## config.mk

```make
export PLATFORM = sky130hd
export DESIGN_NAME = i2s_tx_serializer
export DESIGN_NICKNAME = d
export VERILOG_FILES = /design/src/rtl/ctrl_pkg.sv /design/src/rtl/i2s_slot_formatter.sv /design/src/rtl/i2s_tx_serializer.sv
export SDC_FILE = /design/constraint.sdc
export NUM_CORES = 1
export LEC_CHECK = 0
export CAP_MARGIN = 20
export CORE_AREA = 2 2 170 172
export CTS_BUF_LIST = sky130_fd_sc_hd__clkbuf_16
export CTS_CLUSTER_DIAMETER = 150
export DETAILED_ROUTE_END_ITERATION = 7
export DIE_AREA = 0 0 172 174
export SYNTH_ARGS = -nofsm -noshare
export SYNTH_HDL_FRONTEND = slang
export SYNTH_HIERARCHICAL = 1
export SYNTH_SLANG_ARGS = --single-unit
export TNS_END_PERCENT = 20
```

## constraint.sdc

```tcl
create_clock -name clk -period 4.8 [get_ports clk]
set_input_delay 0.72 -clock clk [delete_from_list [all_inputs] [get_ports clk]]
set_output_delay 0.72 -clock clk [all_outputs]
set_load 0.03 [all_outputs]
```

## src/rtl/ctrl_pkg.sv

```systemverilog
// rtl/ctrl_pkg.sv - shared I2S control types and slot/word width helpers
package ctrl_pkg;

  typedef enum logic [1:0] {STD_I2S = 2'd0, STD_MSB = 2'd1, STD_LSB = 2'd2} standard_t;
  typedef enum logic [1:0] {WORD_16 = 2'd0, WORD_24 = 2'd1, WORD_32 = 2'd2} word_size_t;
  typedef enum logic {FRAME_16 = 1'b0, FRAME_32 = 1'b1} frame_size_t;
  typedef enum logic [1:0] {S_IDLE = 2'd0, S_L = 2'd1, S_R = 2'd2, S_ERR = 2'd3} ws_state_t;

  localparam int SLOT_W = 32;

  function automatic logic [5:0] slot_bits(input frame_size_t f);
    return (f == FRAME_32) ? 6'd32 : 6'd16;
  endfunction

  function automatic logic [5:0] word_bits(input word_size_t w);
    case (w)
      WORD_16: return 6'd16;
      WORD_24: return 6'd24;
      default: return 6'd32;
    endcase
  endfunction

endpackage

```

## src/rtl/i2s_slot_formatter.sv

```systemverilog
// rtl/i2s_slot_formatter.sv - trims or aligns one PCM word into an F-bit channel slot
module i2s_slot_formatter
  import ctrl_pkg::*;
#(
  parameter int DATA_W = 32
) (
  input  logic [DATA_W-1:0] word,
  input  standard_t         standard,
  input  word_size_t        word_size,
  input  frame_size_t       frame_size,
  output logic [SLOT_W-1:0] slot
);

  logic [5:0]        w_bits;
  logic [5:0]        f_bits;
  logic [SLOT_W-1:0] w_mask;
  logic [SLOT_W-1:0] f_mask;
  logic [SLOT_W-1:0] w_clean;

  always_comb begin
    w_bits  = word_bits(word_size);
    f_bits  = slot_bits(frame_size);
    w_mask  = {SLOT_W{1'b1}} >> (6'd32 - w_bits);
    f_mask  = {SLOT_W{1'b1}} >> (6'd32 - f_bits);
    w_clean = SLOT_W'(word) & w_mask;
    // Slot occupies the F low bits; callers index it with F-relative positions
    if (w_bits > f_bits)
      slot = w_clean & f_mask;
    else if (standard == STD_LSB)
      slot = w_clean;
    else
      slot = w_clean << (f_bits - w_bits);
  end

endmodule

```

## src/rtl/i2s_tx_serializer.sv

```systemverilog
// rtl/i2s_tx_serializer.sv - serializes stereo PCM pairs onto SD on SCK falling-edge strobes
module i2s_tx_serializer
  import ctrl_pkg::*;
#(
  parameter int DATA_W = 32
) (
  input  logic              clk,
  input  logic              rst,
  input  logic              sck_fall,
  input  logic              ws,
  input  standard_t         standard,
  input  word_size_t        word_size,
  input  frame_size_t       frame_size,
  input  logic              stereo,
  input  logic              mute,
  input  logic              stop,
  input  logic [DATA_W-1:0] in_left,
  input  logic [DATA_W-1:0] in_right,
  input  logic              in_valid,
  output logic              in_ready,
  output logic              sd,
  output logic              underrun,
  output logic              frame_err,
  output ws_state_t         state
);

  logic              ws_q;
  logic [5:0]        cnt;
  logic [SLOT_W-1:0] slot_l, slot_r;
  standard_t         cfg_std;
  word_size_t        cfg_word;
  frame_size_t       cfg_frame;
  logic              cfg_stereo;

  standard_t         eff_std;
  word_size_t        eff_word;
  frame_size_t       eff_frame;
  logic              eff_stereo;
  logic [SLOT_W-1:0] fmt_l, fmt_r, ld_l, ld_r;
  logic              boundary, frame_ok, left_start, tx_bit;
  logic [5:0]        cnt_nxt, f_bits;

  // I2S delays data by one SCK, so counter 0 carries the previous slot's LSB
  function automatic logic slot_bit(input logic [SLOT_W-1:0] slot, input logic prev_lsb,
                                    input standard_t std, input logic [5:0] f,
                                    input logic [5:0] k);
    if (std == STD_I2S)
      return (k == 6'd0) ? prev_lsb : slot[5'(f - k)];
    return slot[5'(f - 6'd1 - k)];
  endfunction

  // Config only follows the inputs while idle; it is frozen for the whole stream
  assign eff_std    = (state == S_IDLE) ? standard   : cfg_std;
  assign eff_word   = (state == S_IDLE) ? word_size  : cfg_word;
  assign eff_frame  = (state == S_IDLE) ? frame_size : cfg_frame;
  assign eff_stereo = (state == S_IDLE) ? stereo     : cfg_stereo;

  i2s_slot_formatter #(.DATA_W(DATA_W)) u_fmt_l (
    .word(in_left), .standard(eff_std), .word_size(eff_word),
    .frame_size(eff_frame), .slot(fmt_l)
  );

  i2s_slot_formatter #(.DATA_W(DATA_W)) u_fmt_r (
    .word(in_right), .standard(eff_std), .word_size(eff_word),
    .frame_size(eff_frame), .slot(fmt_r)
  );

  always_comb begin
    boundary   = (ws != ws_q);
    left_start = boundary && !ws;
    cnt_nxt    = boundary ? 6'd0 : cnt + 6'd1;
    f_bits     = slot_bits(eff_frame);
    frame_ok   = (boundary == (cnt == f_bits - 6'd1));
    ld_l       = in_valid ? fmt_l : '0;
    ld_r       = in_valid ? (eff_stereo ? fmt_r : fmt_l) : '0;
    tx_bit     = 1'b0;
    case (state)
      S_IDLE: tx_bit = slot_bit(ld_l, 1'b0, eff_std, f_bits, 6'd0);
      S_L:    tx_bit = boundary ? slot_bit(slot_r, slot_l[0], eff_std, f_bits, 6'd0)
                                : slot_bit(slot_l, 1'b0, eff_std, f_bits, cnt_nxt);
      S_R:    tx_bit = boundary ? slot_bit(ld_l, slot_r[0], eff_std, f_bits, 6'd0)
                                : slot_bit(slot_r, 1'b0, eff_std, f_bits, cnt_nxt);
      default: tx_bit = 1'b0;
    endcase
  end

  always_ff @(posedge clk or posedge rst) begin
    if (rst) begin
      ws_q       <= 1'b1;
      cnt        <= '0;
      state      <= S_IDLE;
      sd         <= 1'b0;
      in_ready   <= 1'b0;
      underrun   <= 1'b0;
      frame_err  <= 1'b0;
      slot_l     <= '0;
      slot_r     <= '0;
      cfg_std    <= STD_I2S;
      cfg_word   <= WORD_16;
      cfg_frame  <= FRAME_16;
      cfg_stereo <= 1'b1;
    end else begin
      in_ready  <= 1'b0;
      underrun  <= 1'b0;
      frame_err <= 1'b0;
      if (sck_fall) begin
        ws_q <= ws;
        cnt  <= cnt_nxt;
        sd   <= 1'b0;
        if (stop) begin
          state <= S_IDLE;
        end else begin
          case (state)
            S_IDLE: if (left_start) begin
              state      <= S_L;
              cfg_std    <= standard;
              cfg_word   <= word_size;
              cfg_frame  <= frame_size;
              cfg_stereo <= stereo;
            end
            S_L, S_R: if (!frame_ok) begin
              state     <= S_ERR;
              frame_err <= 1'b1;
            end else if (boundary) begin
              state <= (state == S_L) ? S_R : S_L;
            end
            default: state <= S_IDLE;
          endcase
          if ((state == S_IDLE && left_start) || (state == S_L && frame_ok) ||
              (state == S_R && frame_ok))
            sd <= tx_bit & ~mute;
          if ((state == S_IDLE || state == S_R) && left_start &&
              (state == S_IDLE || frame_ok)) begin
            slot_l   <= ld_l;
            slot_r   <= ld_r;
            in_ready <= in_valid;
            underrun <= ~in_valid;
          end
        end
      end
    end
  end

endmodule

```

==> load_flow_metrics.sql <==
INSERT INTO impl_metrics (metric_group, metric, value, unit) VALUES
('clock_tree', 'post_cts_setup_repair_buffer_count', '0', ''),
('timing', 'min_period', '4.23', 'ns'),
('clock_tree', 'clock_tree.root_cell', 'clkbuf_16', ''),
('synthesis', 'postSynthRegisterBits', '83', ''),
('worst_hold_path', 'hold-path-cell-count', '1', ''),
('layout', 'inserted_diodes', '0', ''),
('die', 'floorplan.die_area', '29900', 'µm²'),
('layout', 'most-common-layout-cells', 'nand2_1 (179), clkdlybuf4s50_1 (82), dfrtp_1 (81)', ''),
('timing', 'hold-worst-slack', '0.506', 'ns'),
('global_route', 'grt_use_total', '0.161', ''),
('layout', 'share_of_final_layout_standard_cells_stronger_than_drive_strength_1', '0.126', ''),
('pwr', 'design_power_total', '6.91', 'mW'),
('worst_setup_path', 'logic_depth_of_the_worst_register_to_register_path', '16', ''),
('synthesis', 'postSynthCellCount', '804', ''),
('route', 'drt_wl_total', '23600', 'µm'),
('placement', 'hpwlAfterDp', '18300', 'µm'),
('route', 'via_count', '6363', ''),
('worst_setup_path', 'endpoint_kind', 'flip-flop', ''),
('timing', 'final_min_period_over_clock_period', '0.880', ''),
('timing', 'final.setup.tns', '0', 'ns'),
('die', 'core_area', '28200', 'µm²'),
('pwr', 'p_leak', '3.42', 'nW'),
('timing', 'finalHoldViolations', '0', ''),
('placement', 'buffer_ports.inserted', '82', ''),
('worst_hold_path', 'hold_path_class', 'reg2reg', ''),
('synthesis', 'synth_enable_flop_cells', '0', ''),
('timing', 'slew-limit-headroom', '0.382', ''),
('clock_tree', 'cts-root-to-sink-buffers', '2', ''),
('status', 'run_status', 'finished, final reports clean', ''),
('route', 'post_drt_wl_per_cell', '19.1', 'µm'),
('timing', 'achievable-frequency', '237', 'MHz'),
('clock_tree', 'cts.clk_slew.worst_paths', '0.06', 'ns'),
('worst_setup_path', 'worstPathArrival', '4.47', 'ns'),
('die', 'fp-row-count', '62', ''),
('clock_tree', 'cts_tree', 'done', ''),
('clock_tree', 'clkLatencyLatePin', '0.35', 'ns'),
('global_route', 'grt_remaining_overflow', '0', ''),
('clock_tree', 'cts_bufs_inserted', '9', ''),
('pwr', 'vdd_ir_drop_max', '0.000342', 'V'),
('global_route', 'grt_max_degree', '131', ''),
('layout', 'layout_commonest_cell', 'nand2_1', ''),
('worst_setup_path', 'setup.worst_path.start_class', 'flip-flop', ''),
('route', 'detail_route.first_pass.iterations', '5', ''),
('timing', 'timing.clock.skew', '0.00648', 'ns'),
('worst_hold_path', 'whs_endpoint', 'cfg_word[1]', ''),
('placement', 'gp_congestion', '0.932', ''),
('route', 'vias_per_cell', '5.14', ''),
('route', 'detailedRoute.firstIterationViolations', '608', ''),
('worst_setup_path', 'regToRegStartpoint', 'state[0]', ''),
('global_route', 'number_of_antenna_violations_at_the_first_check_in_global_routing', '0', ''),
('die', 'io_pins', '83', ''),
('synthesis', 'synthFlopType', 'dfrtp_1', ''),
('die', 'floorplan.initialDensity', '0.247', ''),
('worst_setup_path', 'regToRegSetupSlack', '0.57', 'ns'),
('synthesis', 'synth_warnings', '6', ''),
('layout', 'areaGrowthSynthToFinish', '21.0', '%'),
('synthesis', 'synthesis.area', '6970', 'µm²'),
('synthesis', 'yosys-top-cells-area', 'dfrtp_1 (29%), nand2_1 (9.6%), mux4_2 (6.8%)', ''),
('worst_setup_path', 'critical_path_required', '5.05', 'ns'),
('synthesis', 'synth_area_per_inst', '8.66', 'µm²'),
('synthesis', 'async_reset_ff_frac', '1.00', ''),
('worst_setup_path', 'worst-path-max-fanout', '22', ''),
('clock_tree', 'post_cts_resized', '0', ''),
('synthesis', 'seq_area_frac_synth', '0.299', ''),
('timing', 'timing.final.setup_violations', '0', ''),
('global_route', 'first_global_vias', '6161', ''),
('timing', 'worstMarginPinSlew', '0.908', 'ns'),
('synthesis', 'synthesis.nets', '892', ''),
('layout', 'final_net_count', '938', ''),
('timing', 'slew_violations', '0', ''),
('synthesis', 'netlist.area_leader.share', '0.291', '');
==> cell type report <==
type,instances,area [µm²]
Clock inverter,7,66.3
Fill cell,3007,19800
Clock buffer,9,225
Inverter,20,83.8
Multi-Input combinational cell,630,4460
Sequential cell,83,2080
Timing Repair Buffer,106,1030
Tap cell,384,480
==> state kept, by name, summed over array words and instances, names as in the netlist, 2 cells and up <==
| signal | count |
|---|---|
| cnt | 6 |
| slot_l | 32 |
| cfg_std | 2 |
| cfg_word | 2 |
| slot_r | 32 |
| state | 2 |
==> worst max-delay path by stage <==
stage / slack, ns / endpoint / cells past startpoint / from
final: 0.57 / sd / 16 / state[0]
after global routing: 0.32 / sd / 16 / state[0]
after CTS: 0.61 / sd / 16 / state[0]
after detailed placement: 0.34 / sd / 14 / word_size[1]
after global placement: 0.37 / sd / 14 / word_size[1]
after floorplan: 0.36 / sd / 20 / state[0]
==> cells in the mapped netlist, types with 20 or more instances <==
cell      count
mux2i_1      44
a21oi_1      38
mux4_2       21
mux2_2       20
buf_2        23
o31ai_1      34
and2_1       22
nand2_1     179
nor2_1       22
clkbuf_1     33
o21ai_0      51
dfrtp_1      81
a211oi_1     29
==> cell families (layout without fill, tap and decap cells) <==
kind of cell / Yosys count / in the layout / share of synthesized area
buf+inv: 91 / 142 / 0.0629
fa+ha+maj: 11 / 11 / 0.0219
simple gates: 279 / 279 / 0.182
mux: 87 / 87 / 0.169
flops: 83 / 83 / 0.299
compound gates: 247 / 247 / 0.257
xor+xnor: 6 / 6 / 0.00862
==> per-stage QoR <==
step / cell area [µm²] / util / cells / worst slack [ns]
finish: 8430 / 0.299 / 1239 / 0.574
global route: 8430 / 0.299 / 1239 / 0.322
CTS: 8400 / 0.298 / 1238 / 0.609
detailed placement: 8110 / 0.287 / 1222 / 0.341
global placement: 8110 / 0.287 / 1222 / 0.374
floorplan: 6970 / - / 804 / 0.357
==> routing by layer <==
metal | GRT usage | up-vias | routed length (µm)
met3 | 0.0241 | 37 | 1220
li1 | - | 3047 | -
met1 | 0.217 | 3062 | 10500
met4 | 0.0725 | 0 | 888
met2 | 0.252 | 217 | 11100
met5 | 0 | - | 0
==> critical path, stage by stage, from the launching register on <==
cell	delay [ns]
dfrtp_1	0.39
inv_1	0.09
ha_1	0.31
buf_4	0.21
mux2i_4	0.19
inv_1	0.14
inv_1	0.14
fa_1	0.71
buf_4	0.30
and4_1	0.38
a22o_1	0.26
mux2i_1	0.11
nor3_1	0.28
a21oi_1	0.12
o31a_1	0.11
o211a_1	0.13
o311ai_1	0.26
==> where the power goes <==
part           internal (mW)  total (mW)  switching (mW)  leakage (nW)
Combinational           1.93        5.00            3.07          2.16
Clock                  0.402       0.707           0.305         0.147
Sequential             0.954        1.20           0.248          1.11
Total                   3.29        6.91            3.62          3.42
Power figures use the tool's default switching activity.
==> RTL edit 1: new RTL, same flow settings <==
`DATA_W` is set to 32 in 2 places; all go to 16.
--- a/src/rtl/i2s_slot_formatter.sv
+++ b/src/rtl/i2s_slot_formatter.sv
@@ -2,7 +2,7 @@
 module i2s_slot_formatter
   import ctrl_pkg::*;
 #(
-  parameter int DATA_W = 32
+  parameter int DATA_W = 16
 ) (
   input  logic [DATA_W-1:0] word,
   input  standard_t         standard,
--- a/src/rtl/i2s_tx_serializer.sv
+++ b/src/rtl/i2s_tx_serializer.sv
@@ -2,7 +2,7 @@
 module i2s_tx_serializer
   import ctrl_pkg::*;
 #(
-  parameter int DATA_W = 32
+  parameter int DATA_W = 16
 ) (
   input  logic              clk,
   input  logic              rst,
Ports: changed (resized in_left and in_right); port bits go from 83 to 51. No check against the original RTL was run, so the function may have changed too.
==> RTL edit 1 against the original RTL <==
  * Final area fell by 11%
  * Synthesized cell count fell by 14%
  * Power fell by 28%
  * Routed wire length is 12% lower
  * Cell count down 11%
  * Sequential cell count stayed put
  * Area after synthesis fell by 9.1%
  * First-iteration DRC count rose by 16%
  * Worst setup slack worse by 0.22 ns
  * Highest routed layer unchanged
==> RTL edit 1: results (changes against the original RTL) <==
* Seq/Total Area, Yosys at 0.329 (+0.0300)
* Post-synth top cells: nand2_1 (139), dfrtp_1 (81), mux2i_1 (44)
* Slowest-stage cell, CP: or4_1
* Vias at 5593 (-12%)
* Status: completed
* Post-synth cell types at 61 (-10%)
* CTS hold repair buffers at 0 (unchanged)
* Share of cells above drive strength 1 at 0.130 (+0.00321)
* Max VDD drop at 0.545 mV (+59%)
* Worst min path class: register to register
* Warning count from the yosys run at 6 (unchanged)
* Total GRT Usage at 0.141 (-0.0195)
* Root buffer cell: clkbuf_16
* Max stage delay on crit path at 0.71 ns (about the same)
* Port bufs at 50 (-39%)
* Worst-Margin Slew at 0.848 ns (-0.0600 ns)
* Setup bufs post-CTS at 0 (unchanged)
* Final Max Slew Viols at 0 (unchanged)
* Maximum clock path buffer count at 2 (unchanged)
* Worst Path Arrival at 4.70 ns (+0.23 ns)
* Clk_lat worst skew at 0.35 ns (about the same)
* Synth area leaders: dfrtp_1 (32%), nand2_1 (8.2%), mux4_2 (7.5%)
* Crit-path max FO at 18 (-18%)
* Number of global-route vias before repair at 5334 (-13%)
* Final WL at 20800 um (-12%)
* Pin count of the biggest net entering global routing at 131 (unchanged)
* Nets@finish at 769 (-18%)
* Leak pwr at 3.02 nW (-12%)
* First-pass GRT wire length at 32500 um (-11%)
* HPWL after detailed placement at 15600 um (-15%)
* Drt first pass iters at 6 (+1)
* Starting DRT DRC Count at 708 (+16%)
* Final Skew at 0.00736 ns (+0.000877 ns)
* Placer Congestion at 0.904 (-2.9%)
* Syn_nets at 748 (-16%)
* Ant. Diodes at 0 (unchanged)
* Largest regs: slot_l: 32 flops, slot_r: 32 flops, cnt: 6 flops
-- RTL edit 1: power by group --
group | internal, W | switching (W)
combinational | 0.00125 | 0.00185
sequential | 0.000924 | 0.000218
clock | 0.000402 | 0.000301
total | 0.00258 | 0.00237
-- RTL edit 1: metal layers --
layer | up-vias | GRT usage | wire length (um)
li1 | 2568 | - | -
met1 | 2727 | 0.204 | 9500
met2 | 276 | 0.221 | 9690
met3 | 22 | 0.0203 | 1300
met4 | 0 | 0.0326 | 307
met5 | - | 0 | 0
-- RTL edit 1: stage by stage --
step,cells,util,hold slack (ns),cell area (sq um),worst slack [ns]
after global placement,1086,0.254,0.489,7170,0.406
after CTS,1102,0.264,0.505,7470,0.368
after detailed placement,1086,0.254,0.491,7170,0.300
after global routing,1102,0.264,0.531,7470,0.0102
after floorplan,692,-,0.458,6330,0.362
final,1102,0.264,0.502,7470,0.349
-- RTL edit 1: cells by family after synthesis --
kind of cell | share of synthesized area
and+or+nand+nor | 0.193
AOI/OAI and AO/OA | 0.198
muxes | 0.186
DFF | 0.329
buffers and inverters | 0.0609
adders and majority gates | 0.0241
xor gates and xnor gates | 0.00949
-- RTL edit 1: path summary, 6_finish.rpt --
check / start / end / slack (ns) / cells past startpoint
setup reg to reg: state[0]$_DFFE_PP0P_ / sd$_DFFE_PP0P_ / 0.35 / 14
setup / recovery: state[0]$_DFFE_PP0P_ / sd$_DFFE_PP0P_ / 0.35 / 14
min in group asynchronous: rst / state[0]$_DFFE_PP0P_ / 0.84 / 2
max in group asynchronous: rst / slot_l[23]$_DFFE_PP0P_ / 2.95 / 3
hold reg to reg: cfg_word[1]$_DFFE_PP0P_ / cfg_word[1]$_DFFE_PP0P_ / 0.50 / 1
hold / removal: cfg_word[1]$_DFFE_PP0P_ / cfg_word[1]$_DFFE_PP0P_ / 0.50 / 1
-- RTL edit 1: cell type report --
class                   instances  area [sq um]
well taps                     384           480
fillers                      3058         20800
flip-flops and latches         83          2080
clock buffers                   9           225
clock inverters                 7          68.8
inverters                      20          78.8
repair buffers                 69           656
multi-input cells             530          3880
-- RTL edit 1: worst max-delay path, delay by kind of cell (launching register included) --
family | cells | cell delay, ns
muxes | 2 | 0.58
adders and majority gates | 2 | 0.96
buffers and inverters | 2 | 0.26
DFF | 1 | 0.41
AOI/OAI and AO/OA | 5 | 0.91
and+or+nand+nor | 3 | 1.20
==> RTL edit 2: new RTL, same settings <==
Made on the original files. Register the output `frame_err` once more, without a reset; this adds one clock of latency there. The other outputs are not delayed to match.
--- a/src/rtl/i2s_tx_serializer.sv
+++ b/src/rtl/i2s_tx_serializer.sv
@@ -23,6 +23,8 @@
   output logic              frame_err,
   output ws_state_t         state
 );
+
+  logic frame_err_s0;
 
   logic              ws_q;
   logic [5:0]        cnt;
@@ -92,7 +94,7 @@
       sd         <= 1'b0;
       in_ready   <= 1'b0;
       underrun   <= 1'b0;
-      frame_err  <= 1'b0;
+      frame_err_s0 <= 1'b0;
       slot_l     <= '0;
       slot_r     <= '0;
       cfg_std    <= STD_I2S;
@@ -102,7 +104,7 @@
     end else begin
       in_ready  <= 1'b0;
       underrun  <= 1'b0;
-      frame_err <= 1'b0;
+      frame_err_s0 <= 1'b0;
       if (sck_fall) begin
         ws_q <= ws;
         cnt  <= cnt_nxt;
@@ -120,7 +122,7 @@
             end
             S_L, S_R: if (!frame_ok) begin
               state     <= S_ERR;
-              frame_err <= 1'b1;
+              frame_err_s0 <= 1'b1;
             end else if (boundary) begin
               state <= (state == S_L) ? S_R : S_L;
             end
@@ -141,5 +143,9 @@
     end
   end
 
+  always_ff @(posedge clk) begin
+    frame_err <= frame_err_s0;
+  end
+
 endmodule
 
Function: changed (Yosys sat finds a counterexample within 4 cycles, from zero or initial values and one cycle with rst high).
==> RTL edit 2 against the original RTL <==
  * First-iteration DRC count up 8.2%
  * Clock power rose by 9.1%
  * Routed wire length is 1.2% higher
  * Sequential cell count is 1 higher
  * Worst setup slack worse by 0.21 ns
  * Area after synthesis is 0.29% higher
  * Non-clock buffer count decreased by 1
  * Power rose by 0.85%
  * Final area rose by 0.56%
  * Synthesized cell count up 0.12%
  * Largest cell class unchanged
==> RTL edit 2: results (changes against the original RTL) <==
* Syn_nets at 893 (+0.11%)
* Setup bufs post-CTS at 0 (unchanged)
* R2R Path Start: state[0]$_DFFE_PP0P_
* Starting DRT DRC Count at 658 (+8.2%)
* Post-synth cell types at 69 (+1.5%)
* Worst-Margin Slew at 0.844 ns (-0.0638 ns)
* Share of cells above drive strength 1 at 0.127 (+0.00117)
* Seq/Total Area, Yosys at 0.301 (+0.00201)
* HP Start: frame_err_s0$_DFF_PP0_
* Xor and xnor area share after synthesis at 0.00860 (-0.0000247)
* Main synth FF type: dfrtp_1
* Post-DR vias/cell at 5.15 (+0.25%)
* Placement Setup Slack at 0.279 ns (-0.0623 ns)
* Placer Congestion at 0.953 (+2.3%)
* Root buffer cell: clkbuf_16
* Worst Path Arrival at 4.67 ns (+0.20 ns)
* Total GRT Usage at 0.161 (+0.000181)
* Clock-pin slew on the worst setup and hold paths at 0.06 ns (about the same)
* Post-synthesis cell count at 805 (+0.12%)
* Int Power at 0.00335 W (+2.0%)
* Post-synthesis compound-gate area fraction at 0.256 (-0.000737)
* Status: completed
* WL per Instance at 19.3 um (+1.2%)
* Initial antenna violation count at 0 (unchanged)
* Number of global-route vias before repair at 6225 (+1.0%)
* Leak pwr at 3.43 nW (+0.32%)
* First-pass GRT wire length at 36900 um (+0.87%)
* Fraction of registers with async set/reset at 0.988 (-0.0119)
* Final Skew at 0.00847 ns (+0.00199 ns)
* HPWL after detailed placement at 18600 um (+1.5%)
* Post-synthesis mux area share at 0.168 (-0.000483)
* Synth area leaders: dfrtp_1 (29%), nand2_1 (9.6%), mux4_2 (6.8%)
* Synth Area in Adders at 0.0219 (-0.0000628)
* Fill cell count at 3021 (+0.47%)
* Crit-path max FO at 26 (+18%)
* Max VDD drop at 0.342 mV (about the same)
[RTL edit 2: metrics by stage]
step / hold WS [ns] / power, W / utilization / area, sq um
2_1_floorplan: 0.324 / 0.00484 / - / 6990
4_1_cts: 0.370 / 0.00691 / 0.299 / 8450
6_report: 0.370 / 0.00697 / 0.300 / 8480
3_5_place_dp: 0.356 / 0.00613 / 0.288 / 8120
5_1_grt: 0.381 / 0.00746 / 0.300 / 8480
3_3_place_gp: 0.351 / 0.00606 / 0.288 / 8120
[RTL edit 2: per-layer routing]
| layer | vias up | global-route usage | routed length (um) |
|---|---|---|---|
| li1 | 3042 | - | - |
| met1 | 3076 | 0.213 | 10400 |
| met2 | 215 | 0.256 | 11300 |
| met3 | 46 | 0.0280 | 1290 |
| met4 | 0 | 0.0697 | 950 |
| met5 | - | 0 | 0 |
[RTL edit 2: logic make-up after synthesis]
| family | Yosys count |
|---|---|
| simple gates | 279 |
| xor+xnor | 6 |
| fa+ha+maj | 11 |
| compound gates | 247 |
| mux | 87 |
| buf+inv | 91 |
| flops | 84 |
[RTL edit 2: path summary, 6_finish.rpt]
| check | to | slack (ns) | depth (start not counted) |
|---|---|---|---|
| max | sd$_DFFE_PP0P_ | 0.37 | 15 |
| min | frame_err$_DFF_P_ | 0.37 | 0 |
| max reg2reg | sd$_DFFE_PP0P_ | 0.37 | 15 |
| min reg2reg | frame_err$_DFF_P_ | 0.37 | 0 |
| max in group asynchronous | slot_l[2]$_DFFE_PP0P_ | 3.25 | 4 |
| min in group asynchronous | slot_r[5]$_DFFE_PP0P_ | 0.59 | 2 |
[RTL edit 2: power by group through the flow]
stage,Combinational (W),Sequential [W],Clock [W]
after floorplan,0.00371,0.00113,0
after global placement,0.00485,0.00121,0
after detailed placement,0.00491,0.00122,0
after CTS,0.00492,0.00121,0.000780
after global routing,0.00540,0.00125,0.000812
final,0.00498,0.00122,0.000771
[RTL edit 2: timing repair]
action / in CTS / in global routing
hold buffers: 0 / 0
resized for setup: 0 / 1
setup endpoints to repair: 0 / 1
[RTL edit 2: worst max-delay path, cell delays in order, from the launching register on]
cell and delay, ns:
dfrtp_1 0.41, inv_1 0.12, ha_2 0.40, mux2_2 0.40, nand2b_4 0.20, inv_4 0.24, fa_1 0.62, a221oi_4 0.32
o21ai_0 0.14, a22oi_1 0.39, mux2i_1 0.15, nor3_1 0.27, a21oi_1 0.11, o31a_1 0.11, o211a_1 0.13, o311ai_1 0.29
[RTL edit 2: area by class of cell]
class | instances | area share
clock inverter | 7 | 0.0117
tap | 384 | 0.0567
multi-input combinational | 630 | 0.526
sequential | 84 | 0.248
clock buffer | 9 | 0.0266
timing repair buffer | 105 | 0.121
inverter | 20 | 0.00989
